`src/rtl/execute_stage_mdu_pkg.sv`:
```
// Shared types and constants for the execute stage with the RV32M multiply/divide unit.
// Holds ALU op classes, ALU controls, M-extension ops, MDU states and the MDU request payload.
package execute_stage_mdu_pkg;

  localparam int unsigned DATA_WIDTH   = 32;
  localparam int unsigned XLEN         = DATA_WIDTH;
  localparam int unsigned MUL_STEP_DEF = 4;

  typedef enum logic [1:0] {
    ALUOP_ADD    = 2'b00,
    ALUOP_BRANCH = 2'b01,
    ALUOP_RTYPE  = 2'b10,
    ALUOP_ITYPE  = 2'b11
  } alu_op_e;

  typedef enum logic [3:0] {
    ALU_ADD, ALU_SUB, ALU_SLL, ALU_SLT, ALU_SLTU,
    ALU_XOR, ALU_SRL, ALU_SRA, ALU_OR, ALU_AND
  } alu_ctrl_e;

  typedef enum logic [2:0] {
    MD_MUL    = 3'd0,
    MD_MULH   = 3'd1,
    MD_MULHSU = 3'd2,
    MD_MULHU  = 3'd3,
    MD_DIV    = 3'd4,
    MD_DIVU   = 3'd5,
    MD_REM    = 3'd6,
    MD_REMU   = 3'd7
  } muldiv_op_e;

  typedef enum logic [1:0] {
    MDU_IDLE, MDU_MUL, MDU_DIV, MDU_DONE
  } mdu_state_e;

  typedef struct packed {
    muldiv_op_e      op;
    logic [XLEN-1:0] a;
    logic [XLEN-1:0] b;
  } mdu_req_t;

  function automatic logic op_is_div(input muldiv_op_e op);
    return op inside {MD_DIV, MD_DIVU, MD_REM, MD_REMU};
  endfunction

endpackage

```
`src/rtl/execute_stage_mdu_if.sv`:
```
// EX-stage bundle: instruction/operand inputs from ID/EX and result/handshake outputs to EX/MEM.
interface execute_stage_mdu_if;
  import execute_stage_mdu_pkg::*;

  logic            EX_valid_i;
  logic            EX_flush_i;
  logic            EX_is_muldiv_i;
  logic [XLEN-1:0] EX_alu_operand1_i;
  logic [XLEN-1:0] EX_alu_operand2_i;
  logic [2:0]      EX_alu_ctrl_funct3_i;
  logic            EX_alu_ctrl_funct7_i;
  alu_op_e         EX_ALUOp_i;
  logic [XLEN-1:0] EX_alu_result_o;
  logic            EX_alu_zeroFlag_o;
  logic            EX_valid_o;
  logic            EX_stall_o;

  modport master (
    output EX_valid_i, EX_flush_i, EX_is_muldiv_i, EX_alu_operand1_i, EX_alu_operand2_i,
           EX_alu_ctrl_funct3_i, EX_alu_ctrl_funct7_i, EX_ALUOp_i,
    input  EX_alu_result_o, EX_alu_zeroFlag_o, EX_valid_o, EX_stall_o
  );

  modport slave (
    input  EX_valid_i, EX_flush_i, EX_is_muldiv_i, EX_alu_operand1_i, EX_alu_operand2_i,
           EX_alu_ctrl_funct3_i, EX_alu_ctrl_funct7_i, EX_ALUOp_i,
    output EX_alu_result_o, EX_alu_zeroFlag_o, EX_valid_o, EX_stall_o
  );

endinterface

```
`src/rtl/execute_stage_mdu_alu.sv`:
```
// Single-cycle ALU path: control decode from ALUOp/funct fields and the combinational ALU.
module alu_control_unit
  import execute_stage_mdu_pkg::*;
(
  input  alu_op_e    alu_op,
  input  logic [2:0] funct3,
  input  logic       funct7b5,
  output alu_ctrl_e  ctrl_c
);

  always_comb begin
    ctrl_c = ALU_ADD;
    unique case (alu_op)
      ALUOP_ADD:    ctrl_c = ALU_ADD;
      ALUOP_BRANCH: ctrl_c = ALU_SUB;
      default: begin
        unique case (funct3)
          3'd0: ctrl_c = (alu_op == ALUOP_RTYPE && funct7b5) ? ALU_SUB : ALU_ADD;
          3'd1: ctrl_c = ALU_SLL;
          3'd2: ctrl_c = ALU_SLT;
          3'd3: ctrl_c = ALU_SLTU;
          3'd4: ctrl_c = ALU_XOR;
          3'd5: ctrl_c = funct7b5 ? ALU_SRA : ALU_SRL;
          3'd6: ctrl_c = ALU_OR;
          3'd7: ctrl_c = ALU_AND;
        endcase
      end
    endcase
  end

endmodule

module alu
  import execute_stage_mdu_pkg::*;
(
  input  alu_ctrl_e       ctrl,
  input  logic [XLEN-1:0] a,
  input  logic [XLEN-1:0] b,
  output logic [XLEN-1:0] y_c
);

  localparam int unsigned SH_W = $clog2(XLEN);

  logic [SH_W-1:0] shamt;
  assign shamt = b[SH_W-1:0];

  always_comb begin
    y_c = '0;
    unique case (ctrl)
      ALU_ADD:  y_c = a + b;
      ALU_SUB:  y_c = a - b;
      ALU_SLL:  y_c = a << shamt;
      ALU_SLT:  y_c = XLEN'($signed(a) < $signed(b));
      ALU_SLTU: y_c = XLEN'(a < b);
      ALU_XOR:  y_c = a ^ b;
      ALU_SRL:  y_c = a >> shamt;
      ALU_SRA:  y_c = XLEN'($signed(a) >>> shamt);
      ALU_OR:   y_c = a | b;
      ALU_AND:  y_c = a & b;
      default:  y_c = '0;
    endcase
  end

endmodule

```
`src/rtl/execute_stage_mdu_muldiv.sv`:
```
// Multi-cycle RV32M unit: radix-2^STEP shift-add multiplier, restoring divider, 0-cycle special cases.
module muldiv_unit
  import execute_stage_mdu_pkg::*;
#(
  parameter int unsigned STEP = MUL_STEP_DEF
) (
  input  logic            clk,
  input  logic            rst_n,
  input  logic            start,
  input  logic            flush,
  input  mdu_req_t        req,
  output logic            busy_c,
  output logic            done_c,
  output logic [XLEN-1:0] result
);

  localparam int unsigned MUL_CYCLES = XLEN / STEP;
  localparam int unsigned MCNT_W     = $clog2(MUL_CYCLES) + 1;
  localparam int unsigned DCNT_W     = $clog2(XLEN) + 1;
  localparam int unsigned ACC_W      = 2 * XLEN;

  if (XLEN % STEP != 0) begin : g_bad_step
    $error("muldiv_unit: STEP must divide XLEN");
  end

  mdu_state_e      state_q, state_d;
  muldiv_op_e      op_q;
  logic [ACC_W-1:0] acc_q, mcand_q, acc_d, partial, prod;
  logic [XLEN-1:0] mplier_q, rem_q, quo_q, dvsr_q, rem_d, quo_d, q_fix, r_fix;
  logic [XLEN:0]   rem_shift, trial;
  logic [MCNT_W-1:0] mcnt_q;
  logic [DCNT_W-1:0] dcnt_q;
  logic            neg_q, rneg_q, mul_last, div_last;
  logic            a_sgn, b_sgn, a_neg, b_neg, div_zero, div_ovf, special;
  logic [XLEN-1:0] a_mag, b_mag, special_res;

  // Operand signedness, magnitudes and 0-cycle division cases, decoded at accept
  always_comb begin
    a_sgn       = req.op inside {MD_MUL, MD_MULH, MD_MULHSU, MD_DIV, MD_REM};
    b_sgn       = req.op inside {MD_MUL, MD_MULH, MD_DIV, MD_REM};
    a_neg       = a_sgn && req.a[XLEN-1];
    b_neg       = b_sgn && req.b[XLEN-1];
    a_mag       = a_neg ? XLEN'(-req.a) : req.a;
    b_mag       = b_neg ? XLEN'(-req.b) : req.b;
    div_zero    = (req.b == '0);
    div_ovf     = b_sgn && (req.a == {1'b1, {(XLEN-1){1'b0}}}) && (req.b == '1);
    special     = op_is_div(req.op) && (div_zero || div_ovf);
    special_res = '0;
    if (div_zero)
      special_res = (req.op inside {MD_DIV, MD_DIVU}) ? '1 : req.a;
    else if (req.op == MD_DIV)
      special_res = req.a;
  end

  // Multiplier: retire STEP multiplier bits per cycle into the 2*XLEN accumulator
  always_comb begin
    partial = '0;
    for (int unsigned i = 0; i < STEP; i++)
      if (mplier_q[i]) partial = partial + (mcand_q << i);
    acc_d    = acc_q + partial;
    prod     = neg_q ? ACC_W'(-acc_d) : acc_d;
    mul_last = (mcnt_q == MCNT_W'(MUL_CYCLES - 1));
  end

  // Divider: one restoring step per cycle
  always_comb begin
    rem_shift = {rem_q, quo_q[XLEN-1]};
    trial     = rem_shift - {1'b0, dvsr_q};
    rem_d     = trial[XLEN] ? rem_shift[XLEN-1:0] : trial[XLEN-1:0];
    quo_d     = {quo_q[XLEN-2:0], ~trial[XLEN]};
    q_fix     = neg_q ? XLEN'(-quo_d) : quo_d;
    r_fix     = rneg_q ? XLEN'(-rem_d) : rem_d;
    div_last  = (dcnt_q == DCNT_W'(XLEN - 1));
  end

  always_comb begin
    state_d = state_q;
    unique case (state_q)
      MDU_IDLE: if (start) begin
        if (!op_is_div(req.op)) state_d = MDU_MUL;
        else if (special)       state_d = MDU_DONE;
        else                    state_d = MDU_DIV;
      end
      MDU_MUL:  if (flush) state_d = MDU_IDLE; else if (mul_last) state_d = MDU_DONE;
      MDU_DIV:  if (flush) state_d = MDU_IDLE; else if (div_last) state_d = MDU_DONE;
      MDU_DONE: state_d = MDU_IDLE;
      default:  state_d = MDU_IDLE;
    endcase
  end

  always_ff @(posedge clk or negedge rst_n) begin
    if (!rst_n) state_q <= MDU_IDLE;
    else        state_q <= state_d;
  end

  always_ff @(posedge clk or negedge rst_n) begin
    if (!rst_n) begin
      op_q     <= MD_MUL;
      neg_q    <= 1'b0;
      rneg_q   <= 1'b0;
      acc_q    <= '0;
      mcand_q  <= '0;
      mplier_q <= '0;
      mcnt_q   <= '0;
      rem_q    <= '0;
      quo_q    <= '0;
      dvsr_q   <= '0;
      dcnt_q   <= '0;
      result   <= '0;
    end else begin
      unique case (state_q)
        MDU_IDLE: if (start) begin
          op_q     <= req.op;
          neg_q    <= a_neg ^ b_neg;
          rneg_q   <= a_neg;
          acc_q    <= '0;
          mcand_q  <= ACC_W'(a_mag);
          mplier_q <= b_mag;
          mcnt_q   <= '0;
          rem_q    <= '0;
          quo_q    <= a_mag;
          dvsr_q   <= b_mag;
          dcnt_q   <= '0;
          if (special) result <= special_res;
        end
        MDU_MUL: begin
          acc_q    <= acc_d;
          mcand_q  <= mcand_q << STEP;
          mplier_q <= mplier_q >> STEP;
          mcnt_q   <= mcnt_q + MCNT_W'(1);
          if (mul_last)
            result <= (op_q == MD_MUL) ? prod[XLEN-1:0] : prod[ACC_W-1:XLEN];
        end
        MDU_DIV: begin
          rem_q  <= rem_d;
          quo_q  <= quo_d;
          dcnt_q <= dcnt_q + DCNT_W'(1);
          if (div_last)
            result <= (op_q inside {MD_DIV, MD_DIVU}) ? q_fix : r_fix;
        end
        default: ;
      endcase
    end
  end

  assign busy_c = (state_q == MDU_MUL) || (state_q == MDU_DIV);
  assign done_c = (state_q == MDU_DONE);

endmodule

```
`src/rtl/execute_stage_mdu.sv`:
```
// Execute stage: zero-latency ALU path plus multi-cycle RV32M unit with stall and valid handshake.
module execute_stage_mdu
  import execute_stage_mdu_pkg::*;
#(
  parameter int unsigned MUL_STEP = MUL_STEP_DEF
) (
  input logic               clk,
  input logic               rst_n,
  execute_stage_mdu_if.slave ex
);

  alu_ctrl_e       alu_ctrl_c;
  logic [XLEN-1:0] alu_y_c, mdu_result;
  logic            mdu_busy_c, mdu_done_c, accept_c;
  mdu_req_t        mdu_req;

  alu_control_unit u_alu_ctrl (
    .alu_op   (ex.EX_ALUOp_i),
    .funct3   (ex.EX_alu_ctrl_funct3_i),
    .funct7b5 (ex.EX_alu_ctrl_funct7_i),
    .ctrl_c   (alu_ctrl_c)
  );

  alu u_alu (
    .ctrl (alu_ctrl_c),
    .a    (ex.EX_alu_operand1_i),
    .b    (ex.EX_alu_operand2_i),
    .y_c  (alu_y_c)
  );

  assign mdu_req  = '{op: muldiv_op_e'(ex.EX_alu_ctrl_funct3_i),
                      a:  ex.EX_alu_operand1_i,
                      b:  ex.EX_alu_operand2_i};
  assign accept_c = ex.EX_valid_i && ex.EX_is_muldiv_i && !ex.EX_flush_i
                    && !mdu_busy_c && !mdu_done_c;

  muldiv_unit #(.STEP(MUL_STEP)) u_mdu (
    .clk    (clk),
    .rst_n  (rst_n),
    .start  (accept_c),
    .flush  (ex.EX_flush_i),
    .req    (mdu_req),
    .busy_c (mdu_busy_c),
    .done_c (mdu_done_c),
    .result (mdu_result)
  );

  // Output mux and stall; the DONE cycle never re-accepts the still-present instruction
  always_comb begin
    ex.EX_alu_result_o = alu_y_c;
    ex.EX_valid_o      = 1'b0;
    ex.EX_stall_o      = 1'b0;
    if (!rst_n) begin
      ex.EX_alu_result_o = '0;
    end else if (mdu_done_c) begin
      ex.EX_alu_result_o = mdu_result;
      ex.EX_valid_o      = !ex.EX_flush_i;
    end else if (mdu_busy_c) begin
      ex.EX_stall_o      = 1'b1;
    end else if (ex.EX_valid_i) begin
      ex.EX_valid_o      = !ex.EX_is_muldiv_i;
      ex.EX_stall_o      = accept_c;
    end
    ex.EX_alu_zeroFlag_o = rst_n && (ex.EX_alu_result_o == '0);
  end

endmodule

```
`src/flat_wrapper.sv`:
```
// flat-port wrapper written by rule: the top's interface ports become plain ports
module execute_stage_mdu_flat import execute_stage_mdu_pkg::*;
#(
  parameter int unsigned MUL_STEP = MUL_STEP_DEF
)
  (clk, rst_n, ex_EX_valid_i, ex_EX_flush_i, ex_EX_is_muldiv_i, ex_EX_alu_operand1_i, ex_EX_alu_operand2_i, ex_EX_alu_ctrl_funct3_i, ex_EX_alu_ctrl_funct7_i, ex_EX_ALUOp_i, ex_EX_alu_result_o, ex_EX_alu_zeroFlag_o, ex_EX_valid_o, ex_EX_stall_o);
  execute_stage_mdu_if ex_i ();
  input logic clk;
  input logic rst_n;
  input wire logic [$bits(ex_i.EX_valid_i)-1:0] ex_EX_valid_i;
  input wire logic [$bits(ex_i.EX_flush_i)-1:0] ex_EX_flush_i;
  input wire logic [$bits(ex_i.EX_is_muldiv_i)-1:0] ex_EX_is_muldiv_i;
  input wire logic [$bits(ex_i.EX_alu_operand1_i)-1:0] ex_EX_alu_operand1_i;
  input wire logic [$bits(ex_i.EX_alu_operand2_i)-1:0] ex_EX_alu_operand2_i;
  input wire logic [$bits(ex_i.EX_alu_ctrl_funct3_i)-1:0] ex_EX_alu_ctrl_funct3_i;
  input wire logic [$bits(ex_i.EX_alu_ctrl_funct7_i)-1:0] ex_EX_alu_ctrl_funct7_i;
  input wire logic [$bits(ex_i.EX_ALUOp_i)-1:0] ex_EX_ALUOp_i;
  output wire logic [$bits(ex_i.EX_alu_result_o)-1:0] ex_EX_alu_result_o;
  output wire logic [$bits(ex_i.EX_alu_zeroFlag_o)-1:0] ex_EX_alu_zeroFlag_o;
  output wire logic [$bits(ex_i.EX_valid_o)-1:0] ex_EX_valid_o;
  output wire logic [$bits(ex_i.EX_stall_o)-1:0] ex_EX_stall_o;
  assign ex_i.EX_valid_i = ex_EX_valid_i;
  assign ex_i.EX_flush_i = ex_EX_flush_i;
  assign ex_i.EX_is_muldiv_i = ex_EX_is_muldiv_i;
  assign ex_i.EX_alu_operand1_i = ex_EX_alu_operand1_i;
  assign ex_i.EX_alu_operand2_i = ex_EX_alu_operand2_i;
  assign ex_i.EX_alu_ctrl_funct3_i = ex_EX_alu_ctrl_funct3_i;
  assign ex_i.EX_alu_ctrl_funct7_i = ex_EX_alu_ctrl_funct7_i;
  assign ex_i.EX_ALUOp_i = ex_EX_ALUOp_i;
  assign ex_EX_alu_result_o = ex_i.EX_alu_result_o;
  assign ex_EX_alu_zeroFlag_o = ex_i.EX_alu_zeroFlag_o;
  assign ex_EX_valid_o = ex_i.EX_valid_o;
  assign ex_EX_stall_o = ex_i.EX_stall_o;
  execute_stage_mdu #(.MUL_STEP(MUL_STEP)) u_core (.clk(clk), .rst_n(rst_n), .ex(ex_i));
endmodule
```
`config.mk`:
```
export PLATFORM = sky130hd
export DESIGN_NAME = execute_stage_mdu_flat
export DESIGN_NICKNAME = d
export VERILOG_FILES = /design/src/rtl/execute_stage_mdu_pkg.sv /design/src/rtl/execute_stage_mdu_if.sv /design/src/rtl/execute_stage_mdu_alu.sv /design/src/rtl/execute_stage_mdu_muldiv.sv /design/src/rtl/execute_stage_mdu.sv /design/src/flat_wrapper.sv
export SDC_FILE = /design/constraint.sdc
export NUM_CORES = 2
export LEC_CHECK = 0
export CELL_PAD_IN_SITES_DETAIL_PLACEMENT = 1
export CELL_PAD_IN_SITES_GLOBAL_PLACEMENT = 2
export CORE_UTILIZATION = 39
export CTS_BUF_LIST = sky130_fd_sc_hd__clkbuf_16
export CTS_CLUSTER_DIAMETER = 150
export CTS_CLUSTER_SIZE = 14
export DETAILED_ROUTE_END_ITERATION = 10
export PLACE_DENSITY = 0.85
export SYNTH_ARGS = -nofsm -noshare
export SYNTH_HDL_FRONTEND = slang
export SYNTH_HIERARCHICAL = 1
export SYNTH_SLANG_ARGS = --single-unit
```
`constraint.sdc`:
```
create_clock -name clk -period 16.05 [get_ports clk]
set_clock_uncertainty 0.05 [all_clocks]
set_input_delay 3.21 -clock clk [delete_from_list [all_inputs] [get_ports clk]]
set_output_delay 3.21 -clock clk [all_outputs]
set_load 0.02 [all_outputs]
```
---- Word level (Yosys, flattened, before mapping) ----
Index checks and enable logic that the tools add are counted.
word-level totals
  word-level logic and storage cells ...... 164
  RAM bits ................................ 0
  memories ................................ 0
  register bits ........................... 305
  output and inout port bits .............. 35
  bits of input ports ..................... 75
  latch bits .............................. 0
  ROM bits ................................ 0
cells by class
  $mul .................................... 0
  shift-type cells ........................ 3
  reductions and logical operators ........ 37
  bitwise logic cells ..................... 5
  add/sub/neg operators ................... 14
  div/mod/pow operators ................... 0
  muxes and demuxes ....................... 57
  $lt $le $gt $ge ......................... 2
  equality and inequality tests ........... 33
operators by type and width
  cell                    count
  $mux W32                19
  $mux W64                7
  $pmux W32 S10           1
  $add A64 B64 Y64        4
  $pmux W64 S2            2
  $pmux W32 S2            3
  $neg A32 Y32            4
  $pmux W32 S3            1
  $eq A32 B32 Y1 const B  2
  $logic_not A32 Y1       2
  $lt A32 B32 Y1          2
  $neg A64 Y64            1
  $sub A33 B32 Y33        1
  $add A32 B32 Y32        1
  $and A32 B32 Y32        1
  $or A32 B32 Y32         1
  $pmux W4 S8             1
  $shl A32 B5 Y32         1
  $shr A32 B5 Y32         1
  $sshr A32 B5 Y32        1
  $sub A32 B32 Y32        1
  $xor A32 B32 Y32        1
  $eq A4 B3 Y1 const B    5
  $eq A3 B3 Y1 const B    6
  35 further kinds        82

---- Depth between registers and ports, before layout ----
  depth after elaboration ................. 13
  mapped depth ............................ 62
  depth with buffers taken out ............ 53

---- Hierarchy ----
Netlist, hierarchy kept.
by module, submodules not included
  module             times used  area each (um2)  cells an instance
  muldiv_unit        1           38690.9          5227
  alu                1           8256.7           1179
  execute_stage_mdu  1           787.0            106
  alu_control_unit   1           100.1            13

---- Worst setup path after synthesis ----
Ideal clock, no wire load.
  kind .................................... flip-flop to flip-flop
  start ................................... register u_core.u_mdu.mplier_q[0]
  end ..................................... register u_core.u_mdu.result[24]
  stages on the path, launching flop included .. 57
  arrival time ............................ 12029 ps
  buffers on the path ..................... 10
  slack ................................... 3845 ps
  path through ............................ dfrtp_1 > clkbuf_1 > clkbuf_1 > clkbuf_1 > clkbuf_1 > clkbuf_1 > clkbuf_1 > nand2_1 > inv_1 > ha_1 > o21a_1 > o2bb2ai_1 > o211ai_1 > o211a_1 > o221ai_1 > o311ai_0 > a211oi_1 > o31ai_1 > [... 21 more ...] > o21ai_0 > xor2_1 > mux2_2 > ha_1 > clkbuf_1 > nand4_1 > nor3_1 > o311a_1 > nor2_1 > xnor2_1 > or4b_1 > or3_1 > clkbuf_1 > or3_1 > buf_2 > o21ai_2 > xor2_1 > a311o_1
between the ends
  longest elaborated chain between the ends .. 13
RTL lines
  what                    line                             RTL
  from (decl)             execute_stage_mdu_muldiv.sv:29   logic [XLEN-1:0] mplier_q, rem_q, quo_q, dvsr_q, rem_d, quo_d, q_fix, r_fix;
  from (signal assigned)  execute_stage_mdu_muldiv.sv:118  mplier_q <= b_mag;
  from (signal assigned)  execute_stage_mdu_muldiv.sv:129  mplier_q <= mplier_q >> STEP;
  $mux W64 *              execute_stage_mdu_muldiv.sv:59   if (mplier_q[i]) partial = partial + (mcand_q << i);
  $add A64 B64 Y64        execute_stage_mdu_muldiv.sv:59
  $mux W64 *              execute_stage_mdu_muldiv.sv:59
  $add A64 B64 Y64        execute_stage_mdu_muldiv.sv:59
  $mux W64 *              execute_stage_mdu_muldiv.sv:59
  $add A64 B64 Y64        execute_stage_mdu_muldiv.sv:59
  $mux W64 *              execute_stage_mdu_muldiv.sv:59
  $add A64 B64 Y64 *      execute_stage_mdu_muldiv.sv:60   acc_d = acc_q + partial;
  $neg A64 Y64            execute_stage_mdu_muldiv.sv:61   prod = neg_q ? ACC_W'(-acc_d) : acc_d;
  $mux W64 *              execute_stage_mdu_muldiv.sv:61
  $mux W32 *              execute_stage_mdu_muldiv.sv:132  result <= (op_q == MD_MUL) ? prod[XLEN-1:0] : prod[ACC_W-1:XLEN];
  $mux W32 *              execute_stage_mdu_muldiv.sv:131  if (mul_last)
  $pmux W32 S3 *          execute_stage_mdu_muldiv.sv:111  unique case (state_q)
  to (signal assigned)    execute_stage_mdu_muldiv.sv:124  if (special) result <= special_res;
  to (signal assigned)    execute_stage_mdu_muldiv.sv:132
  to (signal assigned)    execute_stage_mdu_muldiv.sv:139  result <= (op_q inside {MD_DIV, MD_DIVU}) ? q_fix : r_fix;
  to (decl)               execute_stage_mdu_muldiv.sv:14   output logic [XLEN-1:0] result
Every way passes the cells marked *; elsewhere a longest branch is shown, timed or not. The select of a mux whose other input is x is not followed.
A chain may end at the register's enable or synchronous reset.

---- Worst setup path in the final report ----
Same ends and word-level chain as after synthesis.

==> results.ini <==
[critical_path]
crit_family=compound AO/OA/AOI/OAI gates
start_kind=flip-flop
slowest_delay_ns=0.82
worst_ep_arrival_time_ns=13.75
critPathMaxFanout=69
path_buf_inv=3
cp.required_ns=16.55
critPathSlowestCell=a311oi_1
crit_type=reg -> reg
endpoint_kind=flip-flop

[yosys]
synth-async-reset-ratio_pct=100
synth_simple_gate_area_share_pct=20.8
yosys_register_bits=305
synth_compound_area_share_pct=31.0
synthesis.nets=6999
ys_warn_count=6
synthAdderAreaFrac_pct=10.5
synth_edf_count=0
synthMuxAreaShare_pct=8.84
ys_seq_area_share_pct=16.0
ys.flop_type=dfrtp_1
synth_top_family_by_area=compound AO/OA/AOI/OAI gates
synth_cell_type_count=110
synth_area_um2=47800
netlist_instances=6525
synth_xor_area_share_pct=7.35
avgSynthCellArea_um2=7.33

[timing]
fin_crit_ns=13.25
rsz0062_at_grt=no
worst_slew_pin_slew_ns=1.16
slew-limit-headroom_pct=21.6
finalSetupTns_ns=0
post-route-period-util_pct=82.5
setup_viol=0
max_freq_mhz=75.5
fin_ws_ns=2.80
finalHoldViolCount=0
maxSlewViolCount=0

[clock_tree]
holdBufCountCts=0
cts.htree.levels=1
cts_tree=yes
path_clk_slew_ns=0.09
clk_path_buf_depth=3
cts_root_buf=clkbuf_16
postCtsResizedCells=0
postCtsSetupBuffers=0
clock_latency_ns=0.66
cts.sinks=305
cts_inserted_buffers=26

[final_layout]
fin_nets=6825
final_cells=7983
syn_to_final_growth_pct=6.46
utilization_pct=41.8
drive_gt1_share_pct=6.29

[die]
die_h_um=352
start_util_pct=39.3
io_pins=110
row_count=128
dieArea_um2=124000
core-area_um2=122000
dieWidth_um=352

[place]
io_buffers=109
post-place-ws_ns=2.80
finalWeightedCongestion=1.00
dpl.cell_count=7948
dp_hpwl_um=172000

[global_route]
grt_pass1_vias=52300
grt_pass1_wl_um=331000
antenna_found_initial=6
grt_start_max_net_pins=143
track_usage_pct=34.0
gr-total-overflow=0

[hold_path]
hold_path_class=reg -> reg

[drt]
drtPass1Iterations=5
via_per_inst=6.55
drt-total-wl_um=220000
drt_iter0_drc=4408
wl_per_cell_um=27.6
ant_nets=0
drc=0
via_count=52300

[run]
drv_cap=0

[outcome]
status=complete, no violations

## layer usage
metal | vias to the layer above | GRT usage, % | routed length, µm | share of wire [%]
met2 | 1934 | 55.7 | 101000 | 46
li1 | 23700 | - | - | -
met3 | 561 | 3.89 | 12800 | 5.8
met1 | 26100 | 43.6 | 92500 | 42
met4 | 8 | 18.5 | 13900 | 6.3
met5 | - | 0 | 57 | 0.026
## synthesized netlist by cell type (all sizes together), types with 22 or more instances
library cell	count	area, µm²
o21ai	636	3200
nand2	635	2380
a21oi	614	3070
nor2	563	2120
ha	392	4900
clkbuf	341	1280
dfrtp	305	7630
inv	264	991
xnor2	231	2030
a21o	186	1400
mux2i	175	1750
nand3	175	876
xor2	167	1460
nor3	143	732
mux2	102	1150
nand4	92	594
o211ai	83	623
a22o	82	718
nor2b	76	475
and2	73	457
o31ai	72	546
buf	70	335
a31oi	65	407
mux4	59	1330
nor4	57	369
a211oi	56	430
nand2b	54	338
a221oi	53	470
o21bai	51	387
or3	51	324
o21a	50	383
a22oi	45	338
and3	41	257
o22ai	33	206
or2	24	150
o221ai	23	201
o31a	23	201
o41ai	22	200
## layout by cell type, fill, tap and decap left out, types with 26 or more instances in the layout
cell and n:
o21bai_1 50, xor2_1 167, nor2b_1 76, or3_1 50, mux2_2 102, nand2b_1 54, a22oi_1 45, nand2_1 633
ha_1 391, mux2i_1 175, buf_4 100, a22o_1 82, a221oi_1 52, and2_1 71, inv_1 265, a211oi_1 54
and3_1 40, o211ai_1 83, xnor2_1 230, a21o_1 186, nand4_1 89, dfrtp_1 300, nor4_1 54, o22ai_1 33
nor2_1 559, o21a_1 49, o21ai_0 611, o31ai_1 71, nor3_1 138, clkdlybuf4s50_1 103, a21oi_1 611, mux4_2 59
a31oi_1 65, nand3_1 175, clkbuf_16 26
## per-stage QoR
step / hold slack [ns] / instance area, µm²
after floorplan: 0.399 / 47800
after global routing: 0.449 / 50900
after global placement: 0.413 / 50200
after detailed placement: 0.422 / 50200
after CTS: 0.437 / 50900
final: 0.431 / 50900
## cell families (layout without fill, tap and decap cells)
group,after synthesis,after routing
compound gates,2313,2313
buf+inv,682,514
xor+xnor,399,399
other cells,0,1
mux,336,336
simple gates,2091,2091
flops,305,305
fa+ha+maj,399,399
## sequential cells by signal, indices dropped and copies added, names as in the netlist, 4 cells and up
signal / count
u_core/u_mdu/mcand_q: 64
u_core/u_mdu/rem_q: 32
u_core/u_mdu/mcnt_q: 4
u_core/u_mdu/dcnt_q: 6
u_core/u_mdu/acc_q: 64
u_core/u_mdu/result: 32
u_core/u_mdu/mplier_q: 32
u_core/u_mdu/quo_q: 32
u_core/u_mdu/dvsr_q: 32
## path summary, 6_finish.rpt
path                                          startpoint                       end  slack, ns  cells after the start
worst max-delay path            u_core/u_mdu/mplier_q[0]   u_core/u_mdu/result[24]       2.80                     49
worst min-delay path             u_core/u_mdu/dvsr_q[29]   u_core/u_mdu/dvsr_q[29]       0.43                      1
worst max register to register  u_core/u_mdu/mplier_q[0]   u_core/u_mdu/result[24]       2.80                     49
worst min register to register   u_core/u_mdu/dvsr_q[29]   u_core/u_mdu/dvsr_q[29]       0.43                      1
max in group asynchronous                          rst_n  u_core/u_mdu/mplier_q[3]      11.96                      2
min in group asynchronous                          rst_n    u_core/u_mdu/quo_q[28]       2.61                      1
## worst reg2reg max path: cells and delay by family (launching register included)
kind / cells / cell delay, ns
flip-flops: 1 / 0.67
multiplexers: 2 / 0.58
AO/OA/AOI/OAI: 22 / 5.59
buffers and inverters: 3 / 0.94
XOR/XNOR: 4 / 0.56
adder cells (fa/ha/maj): 4 / 1.51
AND/OR/NAND/NOR: 14 / 3.31
## area by class of cell
type,count,area [µm²]
Fill cell,15100,70800
Multi-Input combinational cell,5538,37700
Sequential cell,305,7650
Tap cell,1625,2030
Timing Repair Buffer,209,1840
Inverter,271,1020
Clock buffer,26,651
Clock inverter,8,66.3
Antenna cell,1,2.50
Power is left out: the tool's default activity adds up to more than one toggle a clock period on the data nets, which glitch-free logic cannot reach.
